--- src/rtl/swim_cmd_ctrl.sv ---
// Byte-command sequencer for the SWIM entry generator: decodes host commands,
// launches and supervises the entry sequence, and answers each command with one byte.
module swim_cmd_ctrl #(
    parameter int TIMEOUT_CYCLES = 40000000,
    parameter int TO_W           = 32
) (
    input  logic       clk,
    input  logic       rst,
    input  logic [7:0] cmd_data,
    input  logic       cmd_valid,
    output logic       cmd_ready,
    output logic [7:0] rsp_data,
    output logic       rsp_valid,
    input  logic       rsp_ready,
    output logic       seq_start,
    input  logic       seq_done,
    output logic       tgt_rst_hold,
    output logic       busy
);

    typedef enum logic [1:0] {IDLE, RUN, RSP} state_t;

    localparam logic [TO_W-1:0] TO_LOAD = TO_W'(TIMEOUT_CYCLES);
    localparam logic [TO_W-1:0] TO_ONE  = TO_W'(1);

    localparam logic [7:0] CMD_RUN  = 8'h52;
    localparam logic [7:0] CMD_HOLD = 8'h48;
    localparam logic [7:0] CMD_REL  = 8'h4C;
    localparam logic [7:0] CMD_STAT = 8'h53;
    localparam logic [7:0] RSP_OK   = 8'h4B;
    localparam logic [7:0] RSP_BLK  = 8'h42;
    localparam logic [7:0] RSP_TO   = 8'h54;
    localparam logic [7:0] RSP_UNK  = 8'h3F;

    state_t          state;
    logic [TO_W-1:0] watchdog;
    logic [3:0]      run_count;
    logic            last_timeout;

    assign cmd_ready = (state == IDLE) && !rsp_valid && !rst;

    always_ff @(posedge clk) begin
        if (rst) begin
            state        <= IDLE;
            watchdog     <= '0;
            run_count    <= '0;
            last_timeout <= 1'b0;
            rsp_data     <= '0;
            rsp_valid    <= 1'b0;
            seq_start    <= 1'b0;
            tgt_rst_hold <= 1'b0;
            busy         <= 1'b0;
        end else begin
            seq_start <= 1'b0;
            case (state)
                IDLE: begin
                    if (cmd_valid && cmd_ready) begin
                        // Every branch except a real launch answers immediately
                        state     <= RSP;
                        rsp_valid <= 1'b1;
                        case (cmd_data)
                            CMD_RUN: begin
                                if (tgt_rst_hold) begin
                                    rsp_data <= RSP_BLK;
                                end else begin
                                    state     <= RUN;
                                    rsp_valid <= 1'b0;
                                    seq_start <= 1'b1;
                                    busy      <= 1'b1;
                                    watchdog  <= TO_LOAD;
                                end
                            end
                            CMD_HOLD: begin
                                tgt_rst_hold <= 1'b1;
                                rsp_data     <= RSP_OK;
                            end
                            CMD_REL: begin
                                tgt_rst_hold <= 1'b0;
                                rsp_data     <= RSP_OK;
                            end
                            CMD_STAT: rsp_data <= {2'b01, last_timeout, 1'b0, run_count};
                            default:  rsp_data <= RSP_UNK;
                        endcase
                    end
                end
                RUN: begin
                    // Completion is checked first so a coincident done beats the timeout
                    if (seq_done) begin
                        if (run_count != 4'hF) run_count <= run_count + 4'd1;
                        last_timeout <= 1'b0;
                        rsp_data     <= RSP_OK;
                        rsp_valid    <= 1'b1;
                        busy         <= 1'b0;
                        watchdog     <= '0;
                        state        <= RSP;
                    end else if (watchdog == '0) begin
                        last_timeout <= 1'b1;
                        rsp_data     <= RSP_TO;
                        rsp_valid    <= 1'b1;
                        busy         <= 1'b0;
                        state        <= RSP;
                    end else begin
                        watchdog <= watchdog - TO_ONE;
                    end
                end
                RSP: begin
                    if (rsp_ready) begin
                        rsp_valid <= 1'b0;
                        state     <= IDLE;
                    end
                end
                default: state <= IDLE;
            endcase
        end
    end

endmodule
--- config.mk ---
export PLATFORM = sky130hd
export DESIGN_NAME = swim_cmd_ctrl
export DESIGN_NICKNAME = d
export VERILOG_FILES = /design/src/rtl/swim_cmd_ctrl.sv
export SDC_FILE = /design/constraint.sdc
export NUM_CORES = 1
export LEC_CHECK = 0
export ABC_AREA = 1
export BUFFER_PORTS_ARGS = -buffer_cell sky130_fd_sc_hd__buf_2
export CORE_AREA = 2 2 76 78
export DETAILED_ROUTE_END_ITERATION = 7
export DIE_AREA = 0 0 78 80
export HOLD_SLACK_MARGIN = 0.03
export PLACE_DENSITY = 0.86
export SYNTH_ARGS = -nofsm -noshare
export SYNTH_HDL_FRONTEND = slang
export SYNTH_SLANG_ARGS = --single-unit
export TNS_END_PERCENT = 10
--- constraint.sdc ---
create_clock -name clk -period 2.2 [get_ports clk]
set_input_delay 0.11 -clock clk [delete_from_list [all_inputs] [get_ports clk]]
set_output_delay 0.11 -clock clk [all_outputs]
set_load 0.005 [all_outputs]
==> flow_metrics.py, run 1 <==
metrics = {
    "status": {
        "run_status": "finished clean",
    },
    "yosys": {
        "distinct_cell_type_count_of_the_synthesized_netlist": 41,
        "synth_edf_count": 0,
        "synth_area_leader_cell": "dfxtp_1",
        "syn-instance-count": 499,
        "postSynthNetCount": 518,
        "synth_top_flop_cell": "dfxtp_1",
        "synth_largest_type_area_fraction": 0.3192,
        "area_of_the_mapped_netlist_mm2": 0.003136,
        "yosys_warnings": 0,
        "netlist_top_cells_area": "dfxtp_1 32%, nand2_1 13%, nor2_1 13%",
        "synth.avg_cell_area_um2": 6.284,
        "ys_ff_latch": 50,
        "synth-seq-area-share": 0.3192,
        "async_sr_flop_fraction": 0,
    },
    "setup_path": {
        "regToRegEndpoint": "watchdog[22]",
        "cp_slowest_stage_delay_ns": 0.34,
        "timing.critical_path.from": "state[0]",
        "critPathCaptureType": "register",
        "critical_path.reg2reg.startpoint": "state[0]",
        "worst-endpoint-arrival_ns": 2.26,
        "cp_top_family": "simple AND/OR/NAND/NOR gates",
        "critPathBufInv": 3,
        "critical_path_cell_count": 11,
        "crit_path_top_delay_cell": "dfxtp_1",
        "path_class": "reg -> reg",
        "cp-start-kind": "register",
        "critical_path_fanouts_max": 19,
        "worst_ep_required_time_ns": 2.46,
        "cp_cell_sequence": "inv_1 -> ha_1 -> nand3_1 -> nor2_1 -> nand3_1 -> nand2_4 -> nand2_4 -> inv_6 -> buf_4 -> o21ai_0 -> nor2_1",
        "setup.worst_path.end": "watchdog[22]",
        "reg2regPathDepth": 11,
        "reg2reg_slack_ns": 0.20,
    },
    "sta": {
        "finClkSkew_ns": 0.01611,
        "hold_viol": 0,
        "finalHoldWorstSlack_ns": 0.2126,
        "max_freq_mhz": 499.9,
        "slew_viol_final": 0,
        "final.setup.tns_ns": 0,
        "fin_crit_ns": 2.000,
        "rsz0062_at_grt": "no",
        "final_critical_path_setup_slack_ns": 0.1996,
        "report.final.setup_viol": 0,
        "period_share": 0.9093,
    },
    "die": {
        "core.rowCount": 27,
        "die-area_mm2": 0.006240,
        "initial_core_utilization": 0.5801,
        "fp.coreArea_mm2": 0.005405,
        "ios": 26,
        "fp.dieW_um": 78,
        "chipHeight_um": 80,
    },
    "min_path": {
        "worst_hold_path_type": "in -> reg",
    },
    "placement": {
        "port-buffer-count": 24,
        "numPlacedInstances": 591,
        "post-dp-hpwl_mm": 5.530,
        "dpl_worst_slack_ns": 0.1517,
        "finalWeightedCongestion": 0.9402,
    },
    "detailed_routing": {
        "antenna_violation_net_count_after_detailed_routing": 0,
        "via_count": 3175,
        "dr.pass1.iters": 5,
        "drt_iter0_drcs": 216,
        "wl_per_cell_um": 12.29,
        "viasPerCell": 5.292,
        "routed_wirelength_mm": 7.373,
        "drc": 0,
    },
    "global_routing": {
        "antenna_found_initial": 0,
        "grt_start_max_net_pins": 20,
        "grt_pass1_vias": 3045,
        "total_routing_resource_utilization_after_global_routing": 0.2546,
        "grt-ovfl-total": 0,
        "wire_length_of_the_first_global_routing_pass_mm": 12.92,
    },
    "finish": {
        "syn_to_final_growth_pct": 9.537,
        "instances_no_fill": 600,
        "final_cell_mix": "111 x nand2_1, 105 x nor2_1, 63 x inv_1, 50 x dfxtp_1, 36 x nand3_1",
        "final_layout_size_suffix_gt1_frac": 0.1250,
        "seq_area_mm2": 0.001001,
        "multi_input_comb_area_mm2": 0.001803,
        "antenna_cells": 0,
        "layout_commonest_cell": "nand2_1",
        "filler_cell_count": 498,
        "final_net_count": 546,
    },
    "flow_run": {
        "max-cap-violations": 0,
    },
    "clock_tree": {
        "htree_levels": 2,
        "root_buffer": "clkbuf_8",
        "tritoncts": "done",
        "clk_transition_reported_paths_ns": 0.10,
        "source_to_sink_clock_delay_at_the_later_pin_of_the_worst_skew_pair_ns": 0.31,
        "ctsLongestPathBuffers": 2,
        "clock_sink_count": 50,
        "numCtsBuffers": 5,
        "postCtsSetupRepairBufs": 0,
    },
    "power_and_ir_drop": {
        "static_leakage_nw": 1.698,
        "irDropWorstVdd_mv": 0.5921,
        "power-per-cell-area_mw_per_mm2": 1128,
        "total_power_mw": 3.873,
    },
}
==> how the worst min path moves through the flow <==
stage	from	endpoint	slack, ns	depth (start not counted)
finish	rst	rsp_data[6]	0.21	3
global route	rst	rsp_data[6]	0.24	3
CTS	cmd_valid	seq_start	0.20	5
detailed placement	cmd_data[2]	tgt_rst_hold	0.34	2
global placement	cmd_data[2]	tgt_rst_hold	0.32	2
floorplan	cmd_data[2]	tgt_rst_hold	0.22	1
==> cell type report <==
cell class | instances | area share
multi-input combinational | 370 | 0.5250
clock inverter | 3 | 0.006193
sequential | 50 | 0.2914
tap | 72 | 0.02623
clock buffer | 5 | 0.02004
inverter | 66 | 0.07359
timing repair buffer | 34 | 0.05756
==> state kept, by name (all words and copies together), names as in the netlist <==
signal	count
rsp_valid	1
rsp_data	7
last_timeout	1
run_count	4
tgt_rst_hold	1
watchdog	32
state	2
busy	1
seq_start	1
==> power by group <==
group	internal (mW)	switching (mW)	total, mW
combinational	0.768	1.38	2.15
sequential	1.05	0.120	1.17
clock	0.224	0.322	0.546
total	2.05	1.83	3.87
==> metrics by stage <==
stage / util / cell area, um^2
2_1_floorplan: - / 3136
3_3_place_gp: 0.6155 / 3327
3_5_place_dp: 0.6155 / 3327
4_1_cts: 0.6340 / 3427
5_1_grt: 0.6354 / 3435
6_report: 0.6354 / 3435
==> cells in the mapped netlist (all sizes together) (3+ instances only) <==
master,instances
o21ai,18
dfxtp,50
nor2,115
nand2,116
ha,6
clkbuf,6
a21oi,28
nand3,39
nand4,15
xor2,4
buf,7
inv,65
nor3,11
nand3b,3
==> tightest hold or removal path, delay by kind of cell <==
kind | cells | cell delay (ns)
buffers and inverters | 2 | 0.32
AOI/OAI and AO/OA | 1 | 0.04
==> repair_timing <==
action / in CTS / in global routing
endpoints found under the setup margin: 0 / 9
gates resized for setup: 0 / 2
hold buffers: 1 / 0
hold endpoints to repair: 1 / 0
==> cell families (layout without fill, tap and decap cells) <==
| logic type | after synthesis | in the layout | share of synthesized area |
|---|---|---|---|
| AND/OR/NAND/NOR | 303 | 303 | 0.4342 |
| buffers and inverters | 79 | 108 | 0.1073 |
| AO/OA/AOI/OAI | 54 | 54 | 0.09737 |
| flip-flops | 50 | 50 | 0.3192 |
| adder cells (fa/ha/maj) | 6 | 6 | 0.02394 |
| XOR/XNOR | 6 | 6 | 0.01676 |
| other | 1 | 1 | 0.001196 |
==> per-layer routing <==
layer	vias up	routed length, um	part of all wire	GRT usage
met1	1430	3207	0.43	0.3080
met5	-	0	0	0
met4	0	87	0.012	0.09825
met2	95	3621	0.49	0.4517
li1	1638	-	-	-
met3	12	457	0.062	0.04186
Note: power is estimated with default switching activity, not from simulation.
==> inputs of run 2 (changes only) <==
- ABC_AREA: 1 -> unset
- CORE_AREA: 2 2 76 78 -> 2 2 73 75
- DIE_AREA: 0 0 78 80 -> 0 0 75 77
- HOLD_SLACK_MARGIN: 0.03 -> 0.06
- PLACE_DENSITY: 0.86 -> 0.85
==> flow_metrics.py, run 2 <==
metrics = {
    "status": {
        "run_status": "complete, but fails checks",
        "failed_checks": "setup timing",
    },
    "finish": {
        "instances_no_fill": 494,
        "largest_registers": "watchdog x32, rsp_data x7, run_count x4",
        "syn_to_final_growth_pct": 35.61,
        "top_register": "watchdog",
        "antenna_cells": 0,
        "post-route-util": 0.7677,
        "final_layout_size_suffix_gt1_frac": 0.3467,
        "final_net_count": 442,
        "layout_commonest_cell": "buf_4",
        "final_cell_mix": "64 x buf_4, 47 x dfxtp_1, 42 x a21oi_1, 24 x o31ai_1, 24 x buf_2",
        "largest_reg_flops": 32,
        "filler_cell_count": 342,
    },
    "yosys": {
        "synth_top_flop_cell": "dfxtp_1",
        "async_sr_flop_fraction": 0,
        "ys_top_cells_by_count": "50 x dfxtp_1, 45 x a21oi_1, 25 x o31ai_1",
        "synth_largest_type_area_fraction": 0.3552,
        "synth-seq-area-share": 0.3552,
        "ys_ff_latch": 50,
        "synth_area_leader_cell": "dfxtp_1",
        "yosys_warnings": 0,
        "synth_edf_count": 0,
        "netlist_top_cells_area": "dfxtp_1 36%, a21oi_1 8.0%, o31ai_1 6.7%",
        "syn-instance-count": 348,
        "distinct_cell_type_count_of_the_synthesized_netlist": 51,
        "postSynthNetCount": 367,
        "area_of_the_mapped_netlist_mm2": 0.002818,
        "synth.avg_cell_area_um2": 8.097,
        "leading_cell_type_by_number_of_instances_after_synthesis": "dfxtp_1",
    },
    "clock_tree": {
        "clock_sink_count": 50,
        "ctsLongestPathBuffers": 2,
        "htree_levels": 2,
        "clk_transition_reported_paths_ns": 0.10,
        "root_buffer": "clkbuf_8",
        "tritoncts": "done",
        "numCtsBuffers": 5,
        "source_to_sink_clock_delay_at_the_later_pin_of_the_worst_skew_pair_ns": 0.32,
        "post_cts_hold_buffers": 0,
    },
    "setup_path": {
        "worst_ep_required_time_ns": 2.46,
        "cp-start-kind": "register",
        "critical_path_fanouts_max": 5,
        "path_class": "reg -> reg",
        "critPathCaptureType": "register",
        "critical_path.reg2reg.startpoint": "watchdog[4]",
        "timing.critical_path.from": "watchdog[4]",
        "worst-endpoint-arrival_ns": 2.79,
    },
    "min_path": {
        "worst_hold_path_type": "in -> reg",
        "min-delay-start": "cmd_data[2]",
    },
    "detailed_routing": {
        "routed_wirelength_mm": 8.902,
        "wl_per_cell_um": 18.02,
        "dr.pass1.iters": 5,
        "viasPerCell": 6.538,
        "via_count": 3230,
        "antenna_violation_net_count_after_detailed_routing": 0,
        "drt_iter0_drcs": 350,
        "drc": 0,
    },
    "global_routing": {
        "total_routing_resource_utilization_after_global_routing": 0.3098,
        "antenna_found_initial": 0,
        "grt_pass1_vias": 3158,
        "grt-ovfl-total": 0,
        "wire_length_of_the_first_global_routing_pass_mm": 14.23,
        "grt_start_max_net_pins": 42,
    },
    "die": {
        "chipHeight_um": 77,
        "die-area_mm2": 0.005775,
        "ios": 26,
        "core.rowCount": 26,
        "fp.dieW_um": 75,
        "initial_core_utilization": 0.5661,
        "fp.coreArea_mm2": 0.004977,
    },
    "sta": {
        "finalHoldWorstSlack_ns": 0.1124,
        "timing_worst_slew_pin_value_ns": 0.6362,
        "max_freq_mhz": 394.8,
        "slew_viol_final": 0,
        "report.final.setup_viol": 41,
        "rsz0062_at_grt": "yes",
        "finClkSkew_ns": 0.01257,
        "period_share": 1.151,
        "final_critical_path_setup_slack_ns": -0.3331,
        "worst_slew_margin_rel": 0.5699,
        "hold_viol": 0,
        "fin_crit_ns": 2.533,
    },
    "power_and_ir_drop": {
        "static_leakage_nw": 1.542,
        "irDropWorstVdd_mv": 0.3888,
        "total_power_mw": 2.031,
        "power-per-cell-area_mw_per_mm2": 531.6,
    },
    "placement": {
        "numPlacedInstances": 481,
        "post-dp-hpwl_mm": 5.782,
        "finalWeightedCongestion": 0.8822,
        "port-buffer-count": 24,
    },
    "flow_run": {
        "max-cap-violations": 0,
    },
}
## run 2: area by class of cell
cell class	instances	area [um^2]	share of cell area
Clock inverter	3	47.55	0.01244
Inverter	12	45.04	0.01179
Tap cell	70	87.58	0.02292
Multi-Input combinational cell	256	1828	0.4784
Clock buffer	5	68.82	0.01801
Timing Repair Buffer	98	739.5	0.1935
Sequential cell	50	1005	0.2629
## run 2: where the power goes
| part | internal [mW] | switching [mW] |
|---|---|---|
| sequential | 0.944 | 0.0240 |
| clock | 0.345 | 0.343 |
| combinational | 0.181 | 0.194 |
## run 2: kinds of logic after synthesis
group           after synthesis  share of synthesized area
compound gates              112                     0.2531
xor+xnor                      1                   0.003109
fa+ha+maj                     6                    0.02664
buf+inv                      42                    0.05862
flops                        50                     0.3552
mux                           4                    0.01421
other cells                   1                   0.001331
simple gates                132                     0.2878
## run 2: critical path: stages (launching register included)
cell and delay (ns):
dfxtp_1 0.33, or4_4 0.54, buf_6 0.15, or4_4 0.54, or3_4 0.35, or4_4 0.42
a21oi_2 0.13
## run 2: worst paths after layout
path / end / slack, ns / cells past startpoint
worst max-delay path: watchdog[16] / -0.33 / 6
worst min-delay path: tgt_rst_hold / 0.11 / 3
worst max register to register: watchdog[16] / -0.33 / 6
worst min register to register: watchdog[21] / 0.49 / 2
## run 2: timing repair
item,in CTS,in global routing
resized for setup,27,16
setup endpoints to repair,44,43
gates cloned,0,0
pin swaps,12,15
buffers inserted,2,3
## run 2: metal layers
layer  global-route usage  wire length, um
met5                    0                0
met4               0.1089              148
met3              0.06176              541
met2               0.5412             4568
met1               0.3655             3642
## run 2: through the flow
stage / TNS (ns) / setup slack, ns / cell area (um^2)
floorplan: -7.275 / -0.5168 / 2858
global placement: -7.156 / -0.3704 / 3488
detailed placement: -10.20 / -0.4551 / 3488
CTS: -6.555 / -0.3108 / 3744
global route: -10.38 / -0.3818 / 3821
finish: -7.949 / -0.3331 / 3821
==> inputs of run 3 (changes only) <==
- CELL_PAD_IN_SITES_DETAIL_PLACEMENT: unset -> 1
- CELL_PAD_IN_SITES_GLOBAL_PLACEMENT: unset -> 1
- CORE_AREA: 2 2 73 75 -> 3 3 85 87
- DIE_AREA: 0 0 75 77 -> 0 0 88 90
- PLACE_DENSITY: 0.85 -> 0.84
==> flow_metrics.py, run 3 (same netlist as run 2, synthesis figures left out) <==
metrics = {
    "detailed_routing": {
        "routed_wirelength_mm": 11.25,
        "antenna_violation_net_count_after_detailed_routing": 0,
        "drc": 0,
        "dr.pass1.iters": 4,
        "via_count": 3298,
        "drt_iter0_drcs": 274,
        "wl_per_cell_um": 22.15,
        "viasPerCell": 6.492,
    },
    "finish": {
        "instances_no_fill": 508,
        "largest_registers": "watchdog x32, rsp_data x7, run_count x4",
        "largest_reg_flops": 32,
        "layout_commonest_cell": "buf_4",
        "final_cell_mix": "71 x buf_4, 45 x dfxtp_1, 39 x a21oi_1, 25 x buf_2, 24 x o31ai_1",
        "final_layout_size_suffix_gt1_frac": 0.3759,
        "syn_to_final_growth_pct": 38.63,
        "antenna_cells": 0,
        "final_net_count": 449,
        "top_register": "watchdog",
        "filler_cell_count": 782,
    },
    "clock_tree": {
        "ctsLongestPathBuffers": 2,
        "htree_levels": 2,
        "numCtsBuffers": 5,
        "clock_sink_count": 50,
        "clk_transition_reported_paths_ns": 0.10,
        "tritoncts": "done",
        "source_to_sink_clock_delay_at_the_later_pin_of_the_worst_skew_pair_ns": 0.31,
        "post_cts_hold_buffers": 0,
        "root_buffer": "clkbuf_8",
    },
    "sta": {
        "timing_worst_slew_pin_value_ns": 0.6477,
        "report.final.setup_viol": 35,
        "hold_viol": 0,
        "worst_slew_margin_rel": 0.5621,
        "max_freq_mhz": 380.8,
        "rsz0062_at_grt": "yes",
        "fin_crit_ns": 2.626,
        "final_critical_path_setup_slack_ns": -0.4260,
        "finClkSkew_ns": 0.006148,
        "slew_viol_final": 0,
        "period_share": 1.194,
    },
    "setup_path": {
        "reg2regPathDepth": 5,
        "regToRegEndpoint": "watchdog[27]",
        "critPathCaptureType": "register",
        "path_class": "reg -> reg",
        "timing.critical_path.from": "watchdog[11]",
        "reg2reg_slack_ns": -0.43,
        "critical_path.reg2reg.startpoint": "watchdog[11]",
        "critical_path_fanouts_max": 3,
        "cp-start-kind": "register",
        "worst_ep_required_time_ns": 2.46,
        "worst-endpoint-arrival_ns": 2.88,
    },
    "placement": {
        "finalWeightedCongestion": 0.8776,
        "post-dp-hpwl_mm": 6.846,
        "port-buffer-count": 24,
        "numPlacedInstances": 493,
    },
    "flow_run": {
        "max-cap-violations": 0,
    },
    "die": {
        "ios": 26,
        "die-area_mm2": 0.007920,
        "fp.dieW_um": 88,
        "fp.coreArea_mm2": 0.006422,
        "core.rowCount": 29,
        "initial_core_utilization": 0.4387,
        "chipHeight_um": 90,
    },
    "global_routing": {
        "wire_length_of_the_first_global_routing_pass_mm": 16.64,
        "grt_start_max_net_pins": 42,
        "grt-ovfl-total": 0,
        "grt_pass1_vias": 3455,
        "antenna_found_initial": 0,
        "total_routing_resource_utilization_after_global_routing": 0.2580,
    },
    "power_and_ir_drop": {
        "irDropWorstVdd_mv": 0.2914,
        "power-per-cell-area_mw_per_mm2": 507.6,
        "total_power_mw": 1.983,
        "static_leakage_nw": 1.582,
    },
    "min_path": {
        "min-delay-start": "cmd_data[2]",
        "hold_end": "tgt_rst_hold",
        "worst_hold_path_type": "in -> reg",
        "worstHoldPathCells": 3,
    },
    "status": {
        "run_status": "complete, but fails checks",
        "failed_checks": "setup timing",
    },
}
==> run 3: changes by cell type in the layout (fill, tap and decap cells not counted), sizes merged <==
cell	change
inv	-1
buf	+7
clkbuf	+1
bufinv	-1
clkinvlp	+1
==> run 3: cell type report <==
class                           instances  area [um^2]  share of cell area
Tap cell                               77        96.34             0.02466
Clock buffer                            6        82.58             0.02114
Multi-Input combinational cell        256         1886              0.4827
Inverter                               12        45.04             0.01153
Sequential cell                        50         1007              0.2578
Clock inverter                          2        12.51            0.003203
Timing Repair Buffer                  105        777.0              0.1989
==> run 3: metal layers <==
| layer | share of wire | wire length, um | GRT usage | up-vias |
|---|---|---|---|---|
| met5 | 0 | 0 | 0 | - |
| met4 | 0.036 | 402 | 0.08440 | 0 |
| met3 | 0.048 | 536 | 0.03199 | 36 |
| met2 | 0.52 | 5810 | 0.4698 | 129 |
| met1 | 0.40 | 4503 | 0.3042 | 1618 |
| li1 | - | - | - | 1515 |
==> run 3: stage by stage <==
stage / setup WS (ns) / cell area, um^2 / hold slack, ns / TNS [ns] / utilization
floorplan: -0.5168 / 2858 / 0.3440 / -7.275 / -
global placement: -0.3727 / 3522 / 0.4433 / -7.826 / 0.5484
detailed placement: -0.4734 / 3522 / 0.4665 / -10.37 / 0.5484
CTS: -0.3891 / 3722 / 0.1398 / -8.192 / 0.5796
global route: -0.4650 / 3906 / 0.1481 / -10.17 / 0.6082
finish: -0.4260 / 3906 / 0.1393 / -8.576 / 0.6082
==> run 3: timing repair <==
item	CTS	global route
setup endpoints to repair	41	44
pin swaps	6	12
cloned	0	1
resized for setup	22	36
setup buffers	3	3
==> run 3: worst max path at each step <==
| stage | endpoint | cells after the start |
|---|---|---|
| floorplan | watchdog[27] | 7 |
| global placement | watchdog[16] | 6 |
| CTS | watchdog[27] | 5 |
| finish | watchdog[27] | 5 |
| global route | watchdog[27] | 5 |
| detailed placement | watchdog[16] | 6 |
==> run 3: critical path, cell delays in order (launching register included) <==
cell and delay [ns]:
dfxtp_2 0.34, or4_4 0.56, or4_4 0.55, or4_4 0.45, or4_4 0.55, a21oi_2 0.12
==> run 3: where the power goes <==
group          internal (mW)  switching (mW)
Clock                  0.254           0.337
Sequential             0.946          0.0279
Combinational          0.201           0.218
